**src/rtl/uart_rx_module_if.sv**
```systemverilog
// Receiver-side signal bundle: serial line and enable in, byte and strobes out.
interface uart_rx_module_if;
    logic       RX_Pin_In;
    logic       RX_En_Sig;
    logic [7:0] RX_Data;
    logic       RX_Done_Sig;
    logic       Frame_Err_Sig;
    logic       RX_Busy;

    // The receiver consumes the line and enable and produces the byte and strobes.
    modport slave (
        input  RX_Pin_In,
        input  RX_En_Sig,
        output RX_Data,
        output RX_Done_Sig,
        output Frame_Err_Sig,
        output RX_Busy
    );

    // The line driver / consumer side.
    modport master (
        output RX_Pin_In,
        output RX_En_Sig,
        input  RX_Data,
        input  RX_Done_Sig,
        input  Frame_Err_Sig,
        input  RX_Busy
    );
endinterface

```
**src/rtl/uart_rx_module.sv**
```systemverilog
// UART 8N1 receiver: synchronises the line, times bits with a BPS counter,
// samples mid-bit, assembles a byte LSB first and strobes done or framing error.
module uart_rx_module #(
    parameter int BPS_T  = 52,
    parameter int HALF_T = BPS_T / 2
) (
    input  logic              CLK,
    input  logic              RSTn,
    uart_rx_module_if.slave   rx_if
);

    localparam logic [2:0] IDLE      = 3'd0;
    localparam logic [2:0] START     = 3'd1;
    localparam logic [2:0] DATA      = 3'd2;
    localparam logic [2:0] STOP      = 3'd3;
    localparam logic [2:0] WAIT_HIGH = 3'd4;

    logic        s1_q, s2_q, s3_q;
    logic [2:0]  state_q, state_d;
    logic [12:0] count_q, count_d;
    logic [3:0]  bit_q, bit_d;
    logic [7:0]  shreg_q, shreg_d;
    logic [7:0]  data_q, data_d;
    logic        done_q, done_d;
    logic        err_q, err_d;

    logic rxs;
    logic fall;
    logic sample_pt;
    logic wrap_pt;

    assign rxs       = s2_q;
    assign fall      = s3_q & ~s2_q;
    assign sample_pt = (count_q == 13'(HALF_T));
    assign wrap_pt   = (count_q == 13'(BPS_T - 1));

    // Two-flop synchroniser on the pin plus a history flop for falling-edge detection.
    // NOTE: sequential state uses non-blocking (<=) so every flop samples pre-edge values.
    always_ff @(posedge CLK) begin
        if (!RSTn) begin
            s1_q <= 1'b1;
            s2_q <= 1'b1;
            s3_q <= 1'b1;
        end else begin
            s1_q <= rx_if.RX_Pin_In;
            s2_q <= s1_q;
            s3_q <= s2_q;
        end
    end

    // Next-state logic: bit timing, sampling, framing and enable override.
    // NOTE: every signal gets a default first so no path leaves it unassigned (no latches).
    always_comb begin
        state_d = state_q;
        count_d = count_q;
        bit_d   = bit_q;
        shreg_d = shreg_q;
        data_d  = data_q;
        done_d  = 1'b0;
        err_d   = 1'b0;

        // The bit timer only runs while a frame is in flight.
        if (state_q == START || state_q == DATA || state_q == STOP) begin
            if (wrap_pt) begin
                count_d = '0;
                bit_d   = bit_q + 4'd1;
            end else begin
                count_d = count_q + 13'd1;
            end
        end

        case (state_q)
            IDLE: begin
                if (rx_if.RX_En_Sig && fall) begin
                    state_d = START;
                    count_d = '0;
                    bit_d   = '0;
                end
            end
            START: begin
                // A start bit that is high again at mid-bit was only a glitch.
                if (sample_pt && rxs) begin
                    state_d = IDLE;
                end else if (wrap_pt) begin
                    state_d = DATA;
                end
            end
            DATA: begin
                // Shift right so the first bit received ends up in bit 0.
                if (sample_pt) begin
                    shreg_d = {rxs, shreg_q[7:1]};
                end
                if (wrap_pt && bit_q == 4'd8) begin
                    state_d = STOP;
                end
            end
            STOP: begin
                // Leave half a bit early so a back-to-back start edge is not missed.
                if (sample_pt) begin
                    if (rxs) begin
                        data_d  = shreg_q;
                        done_d  = 1'b1;
                        state_d = IDLE;
                    end else begin
                        err_d   = 1'b1;
                        state_d = WAIT_HIGH;
                    end
                end
            end
            WAIT_HIGH: begin
                // A break holds the line low; wait for it to return before rearming.
                if (rxs) begin
                    state_d = IDLE;
                end
            end
            default: state_d = IDLE;
        endcase

        // Disabling the receiver aborts any frame silently.
        if (!rx_if.RX_En_Sig && state_q != IDLE) begin
            state_d = IDLE;
            data_d  = data_q;
            done_d  = 1'b0;
            err_d   = 1'b0;
        end
    end

    // Receiver state registers with synchronous active-low reset.
    always_ff @(posedge CLK) begin
        if (!RSTn) begin
            state_q <= IDLE;
            count_q <= '0;
            bit_q   <= '0;
            shreg_q <= '0;
            data_q  <= 8'h00;
            done_q  <= 1'b0;
            err_q   <= 1'b0;
        end else begin
            state_q <= state_d;
            count_q <= count_d;
            bit_q   <= bit_d;
            shreg_q <= shreg_d;
            data_q  <= data_d;
            done_q  <= done_d;
            err_q   <= err_d;
        end
    end

    assign rx_if.RX_Data       = data_q;
    assign rx_if.RX_Done_Sig   = done_q;
    assign rx_if.Frame_Err_Sig = err_q;
    assign rx_if.RX_Busy       = (state_q != IDLE);

endmodule

```
**src/flat_wrapper.sv**
```systemverilog
// flat-port wrapper written by rule: the top's interface ports become plain ports
module uart_rx_module_flat 
#(
    parameter int BPS_T  = 52,
    parameter int HALF_T = BPS_T / 2
)
  (CLK, RSTn, rx_if_RX_Pin_In, rx_if_RX_En_Sig, rx_if_RX_Data, rx_if_RX_Done_Sig, rx_if_Frame_Err_Sig, rx_if_RX_Busy);
  uart_rx_module_if rx_if_i ();
  input  logic CLK;
  input  logic RSTn;
  input wire logic [$bits(rx_if_i.RX_Pin_In)-1:0] rx_if_RX_Pin_In;
  input wire logic [$bits(rx_if_i.RX_En_Sig)-1:0] rx_if_RX_En_Sig;
  output wire logic [$bits(rx_if_i.RX_Data)-1:0] rx_if_RX_Data;
  output wire logic [$bits(rx_if_i.RX_Done_Sig)-1:0] rx_if_RX_Done_Sig;
  output wire logic [$bits(rx_if_i.Frame_Err_Sig)-1:0] rx_if_Frame_Err_Sig;
  output wire logic [$bits(rx_if_i.RX_Busy)-1:0] rx_if_RX_Busy;
  assign rx_if_i.RX_Pin_In = rx_if_RX_Pin_In;
  assign rx_if_i.RX_En_Sig = rx_if_RX_En_Sig;
  assign rx_if_RX_Data = rx_if_i.RX_Data;
  assign rx_if_RX_Done_Sig = rx_if_i.RX_Done_Sig;
  assign rx_if_Frame_Err_Sig = rx_if_i.Frame_Err_Sig;
  assign rx_if_RX_Busy = rx_if_i.RX_Busy;
  uart_rx_module #(.BPS_T(BPS_T), .HALF_T(HALF_T)) u_core (.CLK(CLK), .RSTn(RSTn), .rx_if(rx_if_i));
endmodule
```
**config.mk**
```make
export PLATFORM = sky130hd
export DESIGN_NAME = uart_rx_module_flat
export DESIGN_NICKNAME = d
export VERILOG_FILES = /design/src/rtl/uart_rx_module_if.sv /design/src/rtl/uart_rx_module.sv /design/src/flat_wrapper.sv
export SDC_FILE = /design/constraint.sdc
export NUM_CORES = 1
export LEC_CHECK = 0
export ABC_AREA = 1
export CORE_MARGIN = 2
export CORE_UTILIZATION = 47
export CTS_CLUSTER_DIAMETER = 150
export CTS_CLUSTER_SIZE = 12
export DETAILED_ROUTE_END_ITERATION = 12
export PLACE_DENSITY = 0.66
export SYNTH_ARGS = -nofsm -noshare
export SYNTH_HDL_FRONTEND = slang
export SYNTH_SLANG_ARGS = --single-unit
```
**constraint.sdc**
```tcl
create_clock -name CLK -period 1.6 [get_ports CLK]
set_input_delay 0.32 -clock CLK [delete_from_list [all_inputs] [get_ports CLK]]
set_output_delay 0.32 -clock CLK [all_outputs]
set_load 0.01 [all_outputs]
```
==> results.md <==
- The flow ran to the end, and the final reports show no timing, DRC or antenna violations.
- The area of the core region is 3970 um^2.
- TritonCTS built the clock tree.
- The largest fanout of any net on the critical path is 4.
- The largest single stage delay on the critical path is around 0.34 ns.
- The reported net switching power is 0.753 mW.
- The number of pins exceeding their max-slew limit in the final report is 0.
- The routed wire length is ~3600 um.
- The peak supply drop is 0.699 mV.
- The power density normalized to cell area is between 1000 and 1500 nW/um^2.
- The maximum number of pins on one net before global-route repair is 17.
- Of all cell types, the one taking the most synthesized area is sky130_fd_sc_hd__dfxtp_1.
- For this run, the detailed router's first-pass iteration total came to 4.
- The class of the most critical hold timing path is flop to flop.
- Per report_power, the clock group accounts for between 30% and 40% of the total.
- 0 antenna diodes ended up in the layout.
- The internal power component is ~1.8 mW.
- Counting flops with an async set or reset pin after synthesis yields a share of 0%.
- The horizontal die dimension is just under 70 um.
- For the worst setup path, the data arrival time is about 1.2 ns.
- In this run the count of I/O pins placed on the die edge is 15.
- Ranked by instance count, the synthesized netlist is headed by 41 x sky130_fd_sc_hd__dfxtp_1, 32 x sky130_fd_sc_hd__nand2_1, 30 x sky130_fd_sc_hd__inv_1.
- The number of hold violations in the final report is 0.
- Headroom to the max-slew limit came out at 83.8%.
- The routed design could run at a clock period as short as 1.53 ns.
- Per report_power, the combinational group accounts for between 20% and 30% of the total.
- Setup slack on the critical path of the routed design comes to around 0.066 ns.
- By startpoint and endpoint, the worst setup path is classified as flop to output pin.
- After layout, the design draws a total of approximately 2.5 mW.
- The pre-CTS setup slack is -0.0625 ns.
- At the later pin of the worst-skew pair, clock insertion delay measures 0.29 ns.
- In the routed layout, each cell is associated on average with a via count of around 4.9.
- The detail route stage leaves a number of antenna-violating nets equal to 0.
- Derived from the worst setup path, the maximum achievable clock frequency is 0.652 GHz.
- The actual transition at the worst max-transition pin is approximately 0.24 ns.
- The layout net count is ~290.
- The die footprint is about 4600 um^2.
- Across the routed clock network, the largest skew measured is 0.00776 ns.
- The maximum level of the CTS H-tree is 2.
- Synthesis instantiated 34 different standard cells from the library.
- The post-synthesis instance area is around 1900 um^2.
- The count of flip-flops with a built-in enable after synthesis is 0.
- Setup repair after global routing could not meet its margin everywhere.
- The placed cell count is 315.
- The wire length of the first global-routing pass is ~6200 um.
- TritonCTS created 5 clock buffers.
- The number of hold-repair buffers added at the cts stage is 0.
- The per-instance average area after synthesis is between 7 and 8 um^2.
- In the routed design, unresolved DRC markers number 0.
- The CTS clock-pin slew for the worst setup and hold paths is around 0.08 ns.
- Walking the worst path, the cells encountered are inv_1 > nand2_1 > nor2_4 > inv_2 > clkdlybuf4s15_1.
- The nature of the critical path endpoint is an output pin.
- The leftover overflow at the end of global routing is 0.
- The area overhead of the layout relative to synthesis is 26.3%.
- For this run, the leading register cell type out of synthesis is sky130_fd_sc_hd__dfxtp_1.
- The number of synthesized register bits is 41.
- The via count of the first global-routing pass is 1,472.
- The layout cell share with drive strength beyond 1 is between 20% and 30%.
- The number of antenna violations at the first check in global routing was 0.
- The count of routing violations after the opening detailed-route iteration is 55.
- Net switching is between 20% and 30% of the power.
- At the end of routability-driven placement, the weighted congestion stood at 0.881.
- After layout, the worst path uses 95.9% of the clock period.
- The floorplan step set the die height to between 60 and 70 um.
- The longest clock path from root to sink contains 2 buffers.
- Summed over all cells, the static leakage comes to approximately 1 nW.
- The number of sinks handled by clock tree synthesis is just over 40.
- On the critical path, the stage with the largest delay is an instance of sky130_fd_sc_hd__dfxtp_2.
- The share of the synthesized area in the top cell type is 42.7%.
- The count of vias placed by the detailed router is 1,594.
- In the final routed layout, each cell accounts on average for 11.1 um.
- At the worst endpoint, the required time is about 1.3 ns.
- The max-capacitance violation count is 0.
- In this run the core area contains 23 standard-cell rows.
- Synthesis produced a netlist whose cell count is 245.
- The sequential cell fraction of total power is roughly 44%.
- The startpoint type of the worst setup path is a flop.
- Once layout is complete, the cells apart from fillers number between 300 and 400.
- Sequential elements use a little over two fifths of the synthesized area.
- The overall global routing resource usage is between 10% and 20%.
- Summed over all nets, the half-perimeter wirelength after detailed placement is ~2600 um.
- The root buffer cell is sky130_fd_sc_hd__clkbuf_8.
- The most common cell in the netlist is sky130_fd_sc_hd__dfxtp_1.
- After synthesis, the cell types taking the most area are sky130_fd_sc_hd__dfxtp_1 43%, sky130_fd_sc_hd__nand2_1 6.2%, sky130_fd_sc_hd__inv_1 5.9%.
- The number of buffers inserted by port buffering is 14.
- Counting every net in the synthesized netlist gives 253.
- The effective utilization at floorplan is about half.
- Setup violations remaining at the end of the flow were counted as 0.
- Yosys printed 0 warnings.
## final timing paths
| check | from | endpoint | slack, ns | cells past startpoint |
|---|---|---|---|---|
| worst max-delay path | u_core.state_q[0] | rx_if_RX_Busy | 0.07 | 5 |
| worst min-delay path | u_core.s1_q | u_core.rxs | 0.42 | 1 |
| worst max register to register | u_core.count_q[0] | u_core.rx_if.RX_Data[4] | 0.10 | 9 |
| worst min register to register | u_core.s1_q | u_core.rxs | 0.42 | 1 |
## routing by layer
layer	GRT usage [%]	wire (um)
met1	22.8	1790
met2	28.4	1660
met3	3.95	128
met4	6.75	56
met5	0	0
## kinds of logic (layout without fill, tap and decap cells)
logic type,after synthesis,count (layout),synth area share [%]
AOI/OAI and AO/OA,48,48,13.7
xor gates and xnor gates,5,5,2.28
adders and majority gates,4,4,2.60
buffers and inverters,41,74,9.04
DFF,41,41,42.7
and+or+nand+nor,106,106,29.7
## repair_timing
action / in CTS / in global routing
resized for setup: 4 / 21
pin swaps: 1 / 4
buffers inserted: 1 / 4
setup endpoints to repair: 1 / 19
## power by group through the flow
stage               sequential (mW)  combinational, mW  clock (mW)
floorplan                      1.10              0.326           0
global placement               1.11              0.453           0
detailed placement             1.11              0.455           0
CTS                            1.09              0.474       0.865
global route                   1.12              0.635       0.897
finish                         1.12              0.566       0.843
## cells in the final DEF (no fill, tap or decap), types with 2 or more instances in the layout
cell type and n:
sky130_fd_sc_hd__nand2_2 5, sky130_fd_sc_hd__or2_2 2, sky130_fd_sc_hd__nor2_4 7, sky130_fd_sc_hd__clkbuf_8 5, sky130_fd_sc_hd__dfxtp_4 2, sky130_fd_sc_hd__buf_12 2, sky130_fd_sc_hd__nor2_1 24, sky130_fd_sc_hd__inv_1 29
sky130_fd_sc_hd__ha_1 2, sky130_fd_sc_hd__dfxtp_2 4, sky130_fd_sc_hd__nor2_2 4, sky130_fd_sc_hd__ha_4 2, sky130_fd_sc_hd__nand3_1 14, sky130_fd_sc_hd__o21ai_2 3, sky130_fd_sc_hd__o21ai_0 18, sky130_fd_sc_hd__inv_2 6
sky130_fd_sc_hd__xor2_1 5, sky130_fd_sc_hd__nor3_1 4, sky130_fd_sc_hd__nand2_1 29, sky130_fd_sc_hd__nand4_1 5, sky130_fd_sc_hd__nand3_2 2, sky130_fd_sc_hd__a21oi_2 2, sky130_fd_sc_hd__clkdlybuf4s50_1 13, sky130_fd_sc_hd__dfxtp_1 35
sky130_fd_sc_hd__buf_4 14, sky130_fd_sc_hd__a21oi_1 22, sky130_fd_sc_hd__nor3b_1 2
## critical path: cells and delay by family, from the launching register on
| kind | cells | cell delay, ns |
|---|---|---|
| flip-flops | 1 | 0.34 |
| buffers and inverters | 3 | 0.37 |
| AND/OR/NAND/NOR | 2 | 0.22 |
## area by class of cell
type / instances / area (um^2)
clock inverter: 3 / 46.3
inverter: 36 / 138
timing repair buffer: 30 / 285
tap: 50 / 62.6
clock buffer: 5 / 68.8
fill: 359 / 1540
sequential: 41 / 833
multi-input combinational: 163 / 995
## metrics by stage
stage / hold WS [ns] / util, % / instance area, um^2 / setup TNS [ns]
after global placement: 0.394 / 55.3 / 2200 / -0.222
after CTS: 0.425 / 58.5 / 2320 / 0
after global routing: 0.433 / 61.2 / 2430 / -0.124
after detailed placement: 0.403 / 55.3 / 2200 / -0.450
final: 0.423 / 61.2 / 2430 / 0
after floorplan: 0.393 / - / 1920 / 0
## state kept, by name (all words and copies together) (netlist names)
register / cells
u_core.bit_q: 4
u_core.count_q: 13
u_core.rx_if.Frame_Err_Sig: 1
u_core.rx_if.RX_Data: 8
u_core.rx_if.RX_Done_Sig: 1
u_core.rxs: 1
u_core.s1_q: 1
u_core.s3_q: 1
u_core.shreg_q: 8
u_core.state_q: 3
(Power assumes the default switching activity.)
==> RTL edit 1, RTL diff (config.mk and constraints unchanged) <==
Compare `count_q` against `13'(HALF_T)` with >= in place of ==.
--- a/src/rtl/uart_rx_module.sv
+++ b/src/rtl/uart_rx_module.sv
@@ -32,5 +32,5 @@
     assign rxs       = s2_q;
     assign fall      = s3_q & ~s2_q;
-    assign sample_pt = (count_q == 13'(HALF_T));
+    assign sample_pt = (count_q >= 13'(HALF_T));
     assign wrap_pt   = (count_q == 13'(BPS_T - 1));
 
Behaviour: no difference found for any inputs over 10 cycles, from zero or initial values and one cycle with RSTn low; that may be too few to reach the edited logic, so the function may still have changed.
==> RTL edit 1 against the unedited design <==
  * Area after synthesis is 2.8% higher
  * Setup slack hardly changed
  * Sequential cell count stayed put
  * Final area is 3.1% higher
  * Routed wire length is 5.9% higher
  * First-iteration DRC count is 130% higher
  * Total power is 2.1% higher
  * Clock skew is 0.00077 ns higher
  * Largest cell class unchanged
  * Largest power group unchanged
==> RTL edit 1: results (changes against the unedited design) <==
status finished clean (unchanged); via count 1656 (was 1594); Synth top cells by count dfxtp_1 (41), nand2_1 (39), nor2_1 (32) (was dfxtp_1 (41), nand2_1 (32), inv_1 (30)); Comb pwr share 23.8% (was 22.4%); Critical-path top delay cell dfxtp_1 (was dfxtp_2); synth top area cells dfxtp_1 (42%), nand2_1 (7.4%), nor2_1 (6.1%) (was dfxtp_1 (43%), nand2_1 (6.2%), inv_1 (5.9%)); overall routing resource usage 17.6% (about the same); # Post-CTS Setup Buffers 0 (was 1); met1 global-route usage 26.5% (was 22.8%); met1 WL 2030 um (was 1790 um); Max Fanout on Critical Path 3 (was 4); Layout Nets 301 (was 285); Post-Place Cells 335 (was 315); Psw 0.760 mW (was 0.753 mW); vias in the first global route 1377 (was 1472); Clock Skews 0.00853 ns (was 0.00776 ns); leak pwr 0.992 nW (was 0.974 nW); metal3 WL 137 um (was 128 um); synthesized net count 268 (was 253); pre-CTS WS 0.00539 ns (was -0.0625 ns); top cell type's share of synthesized area 41.5% (was 42.7%); Resize count post-CTS 2 (was 4); Power Internal 1.82 mW (was 1.77 mW); met3 GRT Util 4.87% (was 3.95%); initial DRC count 127 (was 55); cells on worst reg2reg path 8 (was 9); layout cells sized above 1 25.2% (about the same); Crit path largest cell delay 0.32 ns (was 0.34 ns); worst r2r dst u_core.state_q[1] (was u_core.rx_if.RX_Data[4])
RTL edit 1: changes by cell type after synthesis, moves of 4 or more:
| cell | delta |
|---|---|
| o21ai_0 | -7 |
| nor2_1 | +6 |
| nand3_1 | +7 |
| nand2_1 | +7 |
| xor2_1 | +4 |
RTL edit 1: layout make-up:
type	instances	area (um2)
clock buffer	6	82.6
clock inverter	2	37.5
fill	354	1520
inverter	36	135
multi-input combinational	176	1080
sequential	41	828
tap	50	62.6
timing repair buffer	33	282
RTL edit 1: worst min path at each step:
stage / start / end / slack, ns / cells past startpoint
floorplan: u_core.s1_q / u_core.rxs / 0.39 / 1
global placement: u_core.s1_q / u_core.rxs / 0.39 / 1
detailed placement: u_core.s1_q / u_core.rxs / 0.41 / 1
CTS: u_core.s1_q / u_core.rxs / 0.42 / 1
global route: u_core.s1_q / u_core.rxs / 0.45 / 1
finish: u_core.s1_q / u_core.rxs / 0.42 / 1
==> RTL edit 2, RTL diff (same flow settings) <==
Without the edit above. `BPS_T` is set to 52 in 2 places; all go to 32.
--- a/src/rtl/uart_rx_module.sv
+++ b/src/rtl/uart_rx_module.sv
@@ -2,5 +2,5 @@
 // samples mid-bit, assembles a byte LSB first and strobes done or framing error.
 module uart_rx_module #(
-    parameter int BPS_T  = 52,
+    parameter int BPS_T  = 32,
     parameter int HALF_T = BPS_T / 2
 ) (
--- a/src/flat_wrapper.sv
+++ b/src/flat_wrapper.sv
@@ -2,5 +2,5 @@
 module uart_rx_module_flat 
 #(
-    parameter int BPS_T  = 52,
+    parameter int BPS_T  = 32,
     parameter int HALF_T = BPS_T / 2
 )
Check against the original RTL: same outputs for any inputs over 10 cycles, from zero or initial values and one cycle with RSTn low; that may be too few to reach the edited logic, so the function may still have changed.
==> RTL edit 2 against the unedited design <==
  * Sequential cell count unchanged
  * Routed wire length grew 1.2%
  * Largest power group unchanged
  * Setup slack better by 0.028 ns
  * Die area decreased by 2.6%
  * Area after synthesis shrank 2.7%
  * Global-route usage rose by 0.46 points
  * Utilization up 3.3 points
  * Critical path type is now flip-flop to flip-flop
  * Critical path depth up 2
  * Final area fell by 0.62%
  * Clock skew shrank 0.0016 ns
  * Total power fell by 9.1%
  * Clock power fell by 20%
==> RTL edit 2: results (changes against the unedited design) <==
status finished clean (unchanged); actual slew at the worst max-slew pin 0.302 ns (was 0.242 ns); Crit path largest cell delay approximately 0.35 ns; synthesized net count 255 (was 253); Psw 0.680 mW (was 0.753 mW); drt pass-1 iters 4 (unchanged); Clock Skews 0.00617 ns (was 0.00776 ns); Total Wirelength 3680 um (was 3640 um); gp weighted congestion 0.758 (was 0.881); pre-CTS WS -0.0481 ns (was -0.0625 ns); Synth top cells by count dfxtp_1 (41), inv_1 (37), nand2_1 (33) (was dfxtp_1 (41), nand2_1 (32), inv_1 (30)); global-route wire length before repair 6160 um (was 6200 um); sequential element share of the synthesized area 43.9% (was 42.7%); Num CTS Buffers 5 (unchanged); crit-path leading delay family simple AND/OR/NAND/NOR gates (was buffers and inverters); Crit path arrival time 1.72 ns (was 1.21 ns); initial DRC count 71 (was 55); Critical-path top delay cell dfxtp_4 (was dfxtp_2); VDD IR-drop max 0.000562 V (was 0.000699 V); # fillers 335 (was 359); DPL Wire Length 2570 um (was 2600 um); vias in the first global route 1460 (was 1472); Layout area overhead 29.0% (was 26.3%); leak pwr 0.960 nW (was 0.974 nW); hold path cells 1 (unchanged); CTS H-tree depth 2 (unchanged); cells on worst reg2reg path 7 (was 9); Max Fanout on Critical Path 8 (was 4); Layout Nets 295 (was 285); # diodes 0 (unchanged); layout cells sized above 1 24.0% (was 25.2%); Cell variety after synth 32 (was 34); synth top area cells dfxtp_1 (44%), inv_1 (7.4%), a21oi_1 (7.2%) (was dfxtp_1 (43%), nand2_1 (6.2%), inv_1 (5.9%)); overall routing resource usage 18.0% (was 17.6%); max reg flops 13 (unchanged); vias per std cell 4.87 (was 4.86)
RTL edit 2: path summary, 6_finish.rpt:
path	start	end	slack (ns)
hold / removal	u_core.s1_q	u_core.rxs	0.42
hold reg to reg	u_core.s1_q	u_core.rxs	0.42
setup / recovery	u_core.count_q[9]	u_core.rx_if.RX_Data[2]	0.09
setup reg to reg	u_core.count_q[9]	u_core.rx_if.RX_Data[2]	0.09
RTL edit 2: layout make-up:
class | instances | area share [%]
Clock buffer | 7 | 3.58
Inverter | 40 | 6.43
Timing Repair Buffer | 37 | 13.6
Tap cell | 48 | 2.49
Sequential cell | 41 | 34.5
Multi-Input combinational cell | 162 | 39.5
RTL edit 2: what timing repair did:
| action | CTS | global route |
|---|---|---|
| resized for setup | 12 | 29 |
| buffers inserted | 4 | 2 |
| gates cloned | 1 | 0 |
| setup endpoints to repair | 10 | 29 |
| pin swaps | 4 | 5 |
| hold endpoints to repair | 0 | 0 |
RTL edit 2: cell families after synthesis:
logic type / synth area share (%)
and+or+nand+nor: 25.2
AOI/OAI and AO/OA: 16.7
buffers and inverters: 9.23
DFF: 43.9
xor gates and xnor gates: 2.34
adders and majority gates: 2.68
RTL edit 2: metal layers:
| metal | part of all wire (%) | track usage, % | vias up |
|---|---|---|---|
| met1 | 50 | 23.4 | 745 |
| li1 | - | - | 871 |
| met4 | 1.2 | 7.65 | 0 |
| met2 | 47 | 28.6 | 12 |
| met5 | 0 | 0 | - |
| met3 | 2.1 | 3.89 | 5 |
RTL edit 2: worst reg2reg max path: stages, from the launching register on:
cell and delay, ns:
dfxtp_4 0.35, or2_4 0.25, nor2_8 0.17, nand3_4 0.11, nor3_4 0.22, buf_12 0.16, o21ai_0 0.07, a21oi_1 0.11
RTL edit 2: power groups by stage:
stage / logic (mW) / clock network (mW) / registers [mW]
after global placement: 0.440 / 0 / 1.11
after CTS: 0.482 / 0.696 / 1.09
after global routing: 0.600 / 0.731 / 1.10
after floorplan: 0.300 / 0 / 1.11
after detailed placement: 0.444 / 0 / 1.11
final: 0.523 / 0.678 / 1.09
RTL edit 2: through the flow:
step / std cells / util (%) / hold slack (ns) / area, um2 / TNS, ns
final: 335 / 64.5 / 0.418 / 2410 / 0
after detailed placement: 322 / 58.5 / 0.403 / 2190 / -0.226
after global placement: 322 / 58.5 / 0.398 / 2190 / 0
after floorplan: 247 / - / 0.393 / 1870 / 0
after CTS: 334 / 63.1 / 0.417 / 2360 / 0
after global routing: 335 / 64.5 / 0.440 / 2410 / -0.0627
